**src/rtl/clk_div_prog.sv**
```systemverilog
// Runtime-programmable divider: square clock, one-cycle tick or PWM on clk_50.
// New settings are shadowed and only switch over on a period boundary (or while stalled).
module clk_div_prog #(
  parameter int CNT_W        = 24,
  parameter int DEFAULT_DIV  = 6_250_000,
  parameter int DEFAULT_MODE = 0
) (
  input  logic             clk_50,
  input  logic             rst_n,
  input  logic             en,
  input  logic             div_ld,
  input  logic [CNT_W-1:0] div_val,
  input  logic [CNT_W-1:0] duty_val,
  input  logic [1:0]       mode_val,
  output logic             clk_out,
  output logic             tick,
  output logic             upd_ack,
  output logic             busy
);

  localparam logic [1:0]       MODE_TOGGLE = 2'd0;
  localparam logic [1:0]       MODE_PULSE  = 2'd1;
  localparam logic [1:0]       MODE_PWM    = 2'd2;
  localparam logic [1:0]       MODE_RSVD   = 2'd3;
  localparam logic [CNT_W-1:0] CNT_ZERO    = {CNT_W{1'b0}};
  localparam logic [CNT_W-1:0] CNT_ONE     = {{(CNT_W-1){1'b0}}, 1'b1};
  localparam logic [CNT_W-1:0] DIV_RST     = CNT_W'(DEFAULT_DIV);
  localparam logic [CNT_W-1:0] DUTY_RST    = CNT_W'(DEFAULT_DIV / 2);
  localparam logic [1:0]       MODE_RST    = 2'(DEFAULT_MODE);

  logic [CNT_W-1:0] cnt_r;
  logic [CNT_W-1:0] p_r;
  logic [CNT_W-1:0] d_r;
  logic [1:0]       mode_r;
  logic [CNT_W-1:0] sh_p_r;
  logic [CNT_W-1:0] sh_d_r;
  logic [1:0]       sh_mode_r;
  logic             busy_r;
  logic             clk_out_r;
  logic             tick_r;
  logic             upd_ack_r;

  logic [CNT_W-1:0] pe_s;
  logic             tc_s;
  logic             apply_s;
  logic [CNT_W-1:0] new_p_s;
  logic [CNT_W-1:0] new_d_s;
  logic [1:0]       new_mode_s;
  logic [CNT_W-1:0] cnt_nxt_s;
  logic             clk_nxt_s;

  // Period boundary detection, apply decision and next counter/output values
  always_comb begin
    pe_s    = (p_r == CNT_ZERO) ? CNT_ONE : p_r;
    tc_s    = en && (cnt_r == (pe_s - CNT_ONE));
    // A strobe landing exactly on the boundary bypasses the shadow so it applies right now
    apply_s = (tc_s && (busy_r || div_ld)) || (busy_r && !en);

    if (div_ld) begin
      new_p_s    = div_val;
      new_d_s    = duty_val;
      new_mode_s = mode_val;
    end else begin
      new_p_s    = sh_p_r;
      new_d_s    = sh_d_r;
      new_mode_s = sh_mode_r;
    end

    if (apply_s) begin
      cnt_nxt_s = CNT_ZERO;
    end else if (!en) begin
      cnt_nxt_s = cnt_r;
    end else if (tc_s) begin
      cnt_nxt_s = CNT_ZERO;
    end else begin
      cnt_nxt_s = cnt_r + CNT_ONE;
    end

    clk_nxt_s = 1'b0;
    if (apply_s) begin
      if (new_mode_s == MODE_PWM) begin
        clk_nxt_s = (new_d_s != CNT_ZERO);
      end else begin
        clk_nxt_s = 1'b0;
      end
    end else if (!en) begin
      clk_nxt_s = clk_out_r;
    end else begin
      case (mode_r)
        MODE_TOGGLE: clk_nxt_s = clk_out_r ^ tc_s;
        MODE_PWM:    clk_nxt_s = (cnt_nxt_s < d_r);
        MODE_PULSE,
        MODE_RSVD:   clk_nxt_s = 1'b0;
        default:     clk_nxt_s = 1'b0;
      endcase
    end
  end

  // Counter, registered outputs and load-pending flag
  always_ff @(posedge clk_50 or negedge rst_n) begin
    if (!rst_n) begin
      cnt_r     <= CNT_ZERO;
      clk_out_r <= 1'b0;
      tick_r    <= 1'b0;
      upd_ack_r <= 1'b0;
      busy_r    <= 1'b0;
    end else begin
      cnt_r     <= cnt_nxt_s;
      clk_out_r <= clk_nxt_s;
      tick_r    <= tc_s;
      upd_ack_r <= apply_s;
      if (apply_s) begin
        busy_r <= 1'b0;
      end else if (div_ld) begin
        busy_r <= 1'b1;
      end else begin
        busy_r <= busy_r;
      end
    end
  end

  // Shadow capture on strobe and active settings update on apply
  always_ff @(posedge clk_50 or negedge rst_n) begin
    if (!rst_n) begin
      p_r       <= DIV_RST;
      d_r       <= DUTY_RST;
      mode_r    <= MODE_RST;
      sh_p_r    <= DIV_RST;
      sh_d_r    <= DUTY_RST;
      sh_mode_r <= MODE_RST;
    end else begin
      if (div_ld) begin
        sh_p_r    <= div_val;
        sh_d_r    <= duty_val;
        sh_mode_r <= mode_val;
      end
      if (apply_s) begin
        p_r    <= new_p_s;
        d_r    <= new_d_s;
        mode_r <= new_mode_s;
      end
    end
  end

  assign clk_out = clk_out_r;
  assign tick    = tick_r;
  assign upd_ack = upd_ack_r;
  assign busy    = busy_r;

endmodule

```
**config.mk**
```make
export PLATFORM = sky130hd
export DESIGN_NAME = clk_div_prog
export DESIGN_NICKNAME = d
export VERILOG_FILES = /design/src/rtl/clk_div_prog.sv
export SDC_FILE = /design/constraint.sdc
export NUM_CORES = 1
export LEC_CHECK = 0
export CORE_MARGIN = 2
export CORE_UTILIZATION = 42
export CTS_CLUSTER_SIZE = 8
export DETAILED_ROUTE_END_ITERATION = 8
export GPL_TIMING_DRIVEN = 0
export SYNTH_ARGS = -nofsm -noshare
export SYNTH_HDL_FRONTEND = slang
export SYNTH_SLANG_ARGS = --single-unit
```
**constraint.sdc**
```tcl
create_clock -name clk_50 -period 7 [get_ports clk_50]
set_clock_uncertainty 0.05 [all_clocks]
set_input_delay 1.05 -clock clk_50 [delete_from_list [all_inputs] [get_ports clk_50]]
set_output_delay 1.05 -clock clk_50 [all_outputs]
set_load 0.005 [all_outputs]
```
==> impl_metrics.tcl, run 1 <==
set metrics [dict create \
    route.final.wire_length_mm 15.6 \
    max_slew_margin_pct 49.7 \
    synthesis.yosys.warnings 0 \
    drt_first_iter_violations 216 \
    yosys-top-cells-area "sky130_fd_sc_hd__dfrtp_1 (29%), sky130_fd_sc_hd__dfstp_2 (18%), sky130_fd_sc_hd__mux2_1 (8.6%)" \
    setup_total_negative_slack_ns 0 \
    fmax_mhz 154 \
    io_buffers 55 \
    cp.buffers_inverters 3 \
    die-area_sq_um 17300 \
    clock-sinks 128 \
    cpMaxStageDelayCell "sky130_fd_sc_hd__or4_1" \
    coreArea_sq_um 15900 \
    critical_path.endpoint_type "register" \
    power.ir.vdd_worst_v 0.000163 \
    yosysTopAreaCellShare_pct 29.3 \
    die_width_um 132 \
    cts_tree "built" \
    crit_path_max_fanout 10 \
    dominantRegCellSynth "sky130_fd_sc_hd__dfrtp_1" \
    drtPass1Iterations 4 \
    synthesis.area_sq_um 6830 \
    die_height_um 132 \
    synthArstFlopShare_pct 100 \
    critical_path_arrival_ns 6.75 \
    hold_viol_final 0 \
    min-delay-path-class "reg -> reg" \
    synth_edf_count 0 \
    syn-num-nets 692 \
    tightestPinTransition_ns 0.747 \
    num_io_pins 58 \
    worstReg2RegStart "p_r[10]$_DFFE_PN1P_" \
    synth_cell_type_count 54 \
    dp.final_hpwl_mm 11.7 \
    initial_utilization_pct 43.0 \
    critPathMostFrequentCell "sky130_fd_sc_hd__a21o_1" \
    path_clk_slew_ns 0.06 \
    global_route_wire_length_before_repair_mm 26.4 \
    wl_met1_mm 6.81 \
    number_of_max_cap_violations 0 \
    setup.worst_path.start_class "register" \
    num_antenna_cells 0 \
    gp_routability_congestion 0.868 \
    synthMostInstantiatedCell "sky130_fd_sc_hd__dfrtp_1" \
    global_route.usage.total_pct 19.3 \
    post-route-drc-count 0 \
    clock_tree.buffer_depth 2 \
    h-tree-depth 4 \
    clkLatencyLatePin_ns 0.42 \
    yosys_register_bits 128 \
    post_synth.cell_area_avg_sq_um 11.1 \
    grt_pass1_vias 5137 \
    drv_slew 0 \
    fin_nets 770 \
    avgViaCountPerCell 5.23 \
    synth.cells.most_frequent "sky130_fd_sc_hd__dfrtp_1 (80), sky130_fd_sc_hd__nor2_1 (58), sky130_fd_sc_hd__mux2_1 (52), sky130_fd_sc_hd__mux2_2 (51), sky130_fd_sc_hd__dfstp_2 (48)" \
    post-route-min-period_ns 6.50 \
    core.rowCount 46 \
    wire_per_inst_um 17.0 \
    drtAntennaViolNets 0 \
    vias 4816 \
    dr.max_layer_used "met4" \
    critPathKind "reg -> reg" \
    met2RoutedLength_mm 7.60 \
    cts_made_buffers 17 \
    areaGrowthSynthToFinish_pct 21.7 \
    final_util_pct 52.4 \
    layout_cell_share_with_drive_strength_beyond_1_pct 21.6 \
    cts_hold_buf 0 \
    fin_crit_sh_pct 92.8 \
    worstPathRequired_ns 7.26 \
    grt_antenna_before_repair 0 \
    wl_met3_um 706 \
    setup_viol 0 \
    cts_root_buffer "sky130_fd_sc_hd__clkbuf_16" \
    synth_top_area_cell "sky130_fd_sc_hd__dfrtp_1" \
    hold_start "d_r[7]$_DFFE_PN0P_" \
    worst_path_dominant_cell_family "compound AO/OA/AOI/OAI gates" \
    grt_overflow_total 0 \
    status "finished clean" \
    synthesis.instances 613 \
    grt_start_max_net_pins 80 \
    leakagePower_nw 3.41 \
    grt_setup_unrepaired "no" \
    synth_sequential_area_ratio_pct 47.7 \
    cellPowerDensity_nw_per_um2 283 \
    cp_slowest_stage_delay_ns 0.59 \
    crit_start "p_r[10]$_DFFE_PN1P_" \
]
-- metrics by stage --
step                      cells  cell area (sq um)  setup WS (ns)  hold slack, ns  power, mW
after floorplan             613               6830           1.31           0.399       1.32
after global placement      884               7650         -0.183           0.423       1.48
after detailed placement    885               7680         -0.186           0.427       1.49
after CTS                   918               8280         0.0927           0.440       2.38
after global routing        920               8320         0.0185           0.447       2.50
final                       920               8320          0.504           0.435       2.36
-- flip-flops by register name, indices dropped and copies added (netlist names) --
register,flops
cnt_r,24
d_r,24
p_r,24
sh_d_r,24
sh_p_r,24
mode_r,2
sh_mode_r,2
busy,1
clk_out,1
tick,1
upd_ack,1
-- final timing paths --
path | endpoint | slack [ns] | depth (start not counted)
worst max-delay path | clk_out$_DFFE_PN0P_ | 0.50 | 25
worst min-delay path | d_r[7]$_DFFE_PN0P_ | 0.43 | 1
worst max register to register | clk_out$_DFFE_PN0P_ | 0.50 | 25
worst min register to register | d_r[7]$_DFFE_PN0P_ | 0.43 | 1
max in group asynchronous | sh_d_r[19]$_DFF_PN1_ | 5.62 | 2
min in group asynchronous | sh_p_r[8]$_DFF_PN0_ | 0.51 | 1
-- power breakdown --
part	switching, mW	total [mW]	internal (mW)
clock network	0.329	0.862	0.532
registers	0.101	0.995	0.894
logic	0.260	0.498	0.238
total	0.691	2.36	1.66
-- logic make-up after synthesis --
group           Yosys count  share of synthesized area (%)
fa+ha+maj                25                           4.58
compound gates           55                           5.58
xor+xnor                 47                           6.02
simple gates            192                           14.7
flops                   128                           47.7
buf+inv                  56                           3.35
mux                     110                           18.0
-- worst register-to-register path, cell delays in order (launching register included) --
cell and delay [ns]:
sky130_fd_sc_hd__dfstp_2 0.36, sky130_fd_sc_hd__clkbuf_1 0.25, sky130_fd_sc_hd__nor4_4 0.44, sky130_fd_sc_hd__nand3_1 0.28, sky130_fd_sc_hd__nor4_1 0.25, sky130_fd_sc_hd__nor2_1 0.11
sky130_fd_sc_hd__ha_1 0.31, sky130_fd_sc_hd__a222oi_1 0.33, sky130_fd_sc_hd__o211ai_1 0.12, sky130_fd_sc_hd__or3_1 0.37, sky130_fd_sc_hd__or4_1 0.59, sky130_fd_sc_hd__a2111oi_4 0.51
sky130_fd_sc_hd__nand2_1 0.17, sky130_fd_sc_hd__inv_2 0.12, sky130_fd_sc_hd__a21o_1 0.17, sky130_fd_sc_hd__clkbuf_2 0.27, sky130_fd_sc_hd__nor2_1 0.12, sky130_fd_sc_hd__ha_1 0.31
sky130_fd_sc_hd__a21o_1 0.11, sky130_fd_sc_hd__a21o_1 0.10, sky130_fd_sc_hd__a21oi_1 0.06, sky130_fd_sc_hd__o21ai_1 0.16, sky130_fd_sc_hd__a21oi_1 0.07, sky130_fd_sc_hd__o41ai_2 0.41
sky130_fd_sc_hd__o211ai_1 0.14, sky130_fd_sc_hd__o21a_1 0.21
-- cell usage in the layout (no fill, tap or decap), types with 5 or more instances in the layout --
cell,netlist,final
sky130_fd_sc_hd__a21oi_1,13,13
sky130_fd_sc_hd__o21ai_0,9,9
sky130_fd_sc_hd__mux2i_1,7,7
sky130_fd_sc_hd__nand4_1,22,22
sky130_fd_sc_hd__dfstp_2,48,48
sky130_fd_sc_hd__clkdlybuf4s50_1,0,54
sky130_fd_sc_hd__nand2_1,31,31
sky130_fd_sc_hd__and3_1,5,5
sky130_fd_sc_hd__nand2b_1,5,5
sky130_fd_sc_hd__mux2_2,51,51
sky130_fd_sc_hd__xnor2_1,25,25
sky130_fd_sc_hd__or3_1,6,6
sky130_fd_sc_hd__nand3_1,17,17
sky130_fd_sc_hd__mux2_1,52,52
sky130_fd_sc_hd__a21o_1,5,5
sky130_fd_sc_hd__nor3_1,11,11
sky130_fd_sc_hd__or4_1,6,6
sky130_fd_sc_hd__inv_1,31,31
sky130_fd_sc_hd__nor4_1,13,12
sky130_fd_sc_hd__xor2_1,22,22
sky130_fd_sc_hd__clkbuf_1,17,17
sky130_fd_sc_hd__clkbuf_16,0,17
sky130_fd_sc_hd__buf_4,5,8
sky130_fd_sc_hd__nor2_1,58,58
sky130_fd_sc_hd__o21a_1,5,5
sky130_fd_sc_hd__dfrtp_1,80,80
sky130_fd_sc_hd__ha_1,25,25
-- area by class of cell --
cell class                 instances  area, sq um
sequential                       128         3260
tap                              216          270
timing repair buffer              59          602
fill                            1438         7570
clock inverter                    13          139
buffer                            24          111
inverter                          32          120
multi-input combinational        429         3370
clock buffer                      19          443
-- routing by layer --
| layer | GRT usage [%] | vias up |
|---|---|---|
| met5 | 0 | - |
| met4 | 8.45 | 0 |
| met3 | 5.83 | 31 |
| met2 | 31.7 | 108 |
| met1 | 23.6 | 2340 |
| li1 | - | 2337 |
-- what timing repair did --
item | 4_1_cts | 5_1_grt
setup endpoints to repair | 1 | 1
cloned | 0 | 0
pin swaps | 1 | 1
setup buffers | 1 | 2
resized for setup | 2 | 4
hold endpoints to repair | 0 | 0
Power figures use the tool's default switching activity.
==> run 2, diff against run 1 <==
- SETUP_SLACK_MARGIN: not set -> 0.4
==> run 2 against run 1 <==
Effect of this change:
- global-route usage about the same
- wire length up 0.64%
- highest routed layer unchanged
- non-clock buffer count is 6 higher
- flip-flop and latch count unchanged
- cell count increased by 0.65%
- largest cell class unchanged
- combinational power rose by 1%
- utilization is 0.33 points higher
- sequential power hardly changed
- maximum frequency rose by 5.0%
==> impl_metrics.tcl, run 2 (synthesized netlist as in run 1, its figures left out) <==
set metrics [dict create \
    power.net_switching_mw 0.695 \
    global_route.usage.total_pct 19.3 \
    wire_per_inst_um 17.0 \
    worst-r2r-cell-count 24 \
    hold_viol_final 0 \
    initial_utilization_pct 43.0 \
    coreArea_sq_um 15900 \
    worstPathRequired_ns 7.31 \
    final_area_sq_um 8370 \
    status "finished clean" \
    critical_path.reg2reg.endpoint "clk_out$_DFFE_PN0P_" \
    fin_worst_hold_slack_ns 0.436 \
    setup.worst_path.start_class "register" \
    grt_pass1_vias 5135 \
    die-area_sq_um 17300 \
    drt_first_iter_violations 202 \
    dp.final_hpwl_mm 11.7 \
    critical_path_arrival_ns 6.50 \
    areaGrowthSynthToFinish_pct 22.5 \
    grt_start_max_net_pins 80 \
    clock-sinks 128 \
    cts_root_buffer "sky130_fd_sc_hd__clkbuf_16" \
    hold_start "d_r[6]$_DFFE_PN0P_" \
    io_buffers 55 \
    grt_overflow_total 0 \
    drtPass1Iterations 4 \
    route.final.wire_length_mm 15.7 \
    final_common_cell "sky130_fd_sc_hd__dfrtp_1" \
    h-tree-depth 4 \
    p_clk_share_pct 36.5 \
    fin_crit_sh_pct 88.4 \
    number_of_max_cap_violations 0 \
    sequentialPowerShare_pct 42.1 \
    die_height_um 132 \
    avgViaCountPerCell 5.23 \
    power.ir.vdd_worst_v 0.000162 \
    die_width_um 132 \
    grt_setup_unrepaired "no" \
    num_antenna_cells 0 \
    tightestPinTransition_ns 0.755 \
    min-delay-path-class "reg -> reg" \
    cts_made_buffers 17 \
    power_switching_share_pct 29.4 \
    setup_total_negative_slack_ns 0 \
    worstReg2RegStart "p_r[15]$_DFFE_PN0P_" \
    timing.hold.worst_path_depth 1 \
    most-common-layout-cells "sky130_fd_sc_hd__dfrtp_1 (80), sky130_fd_sc_hd__nor2_1 (57), sky130_fd_sc_hd__clkdlybuf4s50_1 (54)" \
    drtAntennaViolNets 0 \
    drv_slew 0 \
    vias 4846 \
    clock_tree.buffer_depth 2 \
    post-route-drc-count 0 \
    pwr-share-comb_pct 21.4 \
    core.rowCount 46 \
    fin_total_pwr_mw 2.36 \
    clkLatencyLatePin_ns 0.42 \
    global_route_wire_length_before_repair_mm 26.4 \
    hold_end "d_r[6]$_DFFE_PN0P_" \
    leakagePower_nw 3.44 \
    post-route-min-period_ns 6.19 \
    internal_power_mw 1.67 \
    dpl-instance-area_sq_um 7680 \
    grt_antenna_before_repair 0 \
    setup_viol 0 \
    path_clk_slew_ns 0.06 \
    fmax_mhz 162 \
    cellPowerDensity_nw_per_um2 282 \
    cts_tree "built" \
    fin_nets 776 \
    critical_path.endpoint_type "register" \
    crit_start "p_r[15]$_DFFE_PN0P_" \
    timing.reg2reg.setup_slack_ns 0.81 \
    layout_cell_share_with_drive_strength_beyond_1_pct 22.5 \
    critPathKind "reg -> reg" \
    crit_path_max_fanout 10 \
    max_slew_margin_pct 49.2 \
    num_io_pins 58 \
    gp_routability_congestion 0.868 \
]
-- run 2: changes by cell type in the layout (fill, tap and decap cells not counted), sizes merged --
cell,delta
clkbuf,-2
buf,+8
-- run 2: metrics by stage --
| step | util (%) | instances | worst slack (ns) |
|---|---|---|---|
| global route | 52.7 | 926 | 0.376 |
| global placement | 48.2 | 884 | -0.183 |
| CTS | 52.2 | 918 | 0.413 |
| finish | 52.7 | 926 | 0.813 |
| floorplan | - | 613 | 1.31 |
| detailed placement | 48.4 | 885 | -0.186 |
-- run 2: cell type report --
class                   count  area (sq um)
multi-input cells         429          3380
well taps                 216           270
fillers                  1436          7510
flip-flops and latches    128          3260
inverters                  32           120
repair buffers             65           647
clock inverters            13           139
plain buffers              24           111
clock buffers              19           443
-- run 2: layer usage --
| layer | part of all wire [%] | GRT usage, % | vias to the layer above | wire length [um] |
|---|---|---|---|---|
| met5 | 0 | 0 | - | 0 |
| met3 | 4.5 | 5.83 | 30 | 707 |
| li1 | - | - | 2347 | - |
| met1 | 44 | 23.6 | 2366 | 6870 |
| met4 | 3.1 | 8.45 | 0 | 493 |
| met2 | 49 | 31.7 | 103 | 7660 |
-- run 2: worst max path at each step --
stage	endpoint	cells past startpoint
finish	clk_out$_DFFE_PN0P_	24
global route	clk_out$_DFFE_PN0P_	25
CTS	clk_out$_DFFE_PN0P_	24
detailed placement	clk_out$_DFFE_PN0P_	25
global placement	clk_out$_DFFE_PN0P_	25
floorplan	clk_out$_DFFE_PN0P_	25
-- run 2: critical path, cell delays in order, from the launching register on --
cell and delay [ns]:
sky130_fd_sc_hd__dfrtp_1 0.47, sky130_fd_sc_hd__nor4_4 0.39, sky130_fd_sc_hd__nand4_1 0.29, sky130_fd_sc_hd__nor4_1 0.29, sky130_fd_sc_hd__nor2_1 0.11, sky130_fd_sc_hd__ha_1 0.31, sky130_fd_sc_hd__a222oi_1 0.34, sky130_fd_sc_hd__o211ai_1 0.13
sky130_fd_sc_hd__or3_1 0.36, sky130_fd_sc_hd__or4_1 0.58, sky130_fd_sc_hd__a2111oi_4 0.41, sky130_fd_sc_hd__nand2_1 0.17, sky130_fd_sc_hd__inv_2 0.12, sky130_fd_sc_hd__a21o_1 0.16, sky130_fd_sc_hd__buf_2 0.25, sky130_fd_sc_hd__nor2_1 0.11
sky130_fd_sc_hd__ha_1 0.30, sky130_fd_sc_hd__a21o_1 0.18, sky130_fd_sc_hd__a21o_1 0.17, sky130_fd_sc_hd__a21oi_1 0.14, sky130_fd_sc_hd__o21ai_1 0.10, sky130_fd_sc_hd__o21ai_0 0.27, sky130_fd_sc_hd__nand4_1 0.14, sky130_fd_sc_hd__a21oi_1 0.16
sky130_fd_sc_hd__o21a_1 0.13
-- run 2: power groups by stage --
| stage | sequential (mW) | clock [mW] | combinational [mW] |
|---|---|---|---|
| after floorplan | 0.969 | 0 | 0.350 |
| after global placement | 1.00 | 0 | 0.476 |
| after detailed placement | 1.00 | 0 | 0.491 |
| after CTS | 0.993 | 0.886 | 0.501 |
| after global routing | 1.01 | 0.924 | 0.563 |
| final | 0.995 | 0.862 | 0.505 |
-- run 2: repair_timing --
item                       4_1_cts  5_1_grt
setup endpoints to repair        1        1
gates resized for setup          4        5
gates cloned                     0        0
hold buffers                     0        0
buffers inserted                 1        8
pin swaps                        2        5
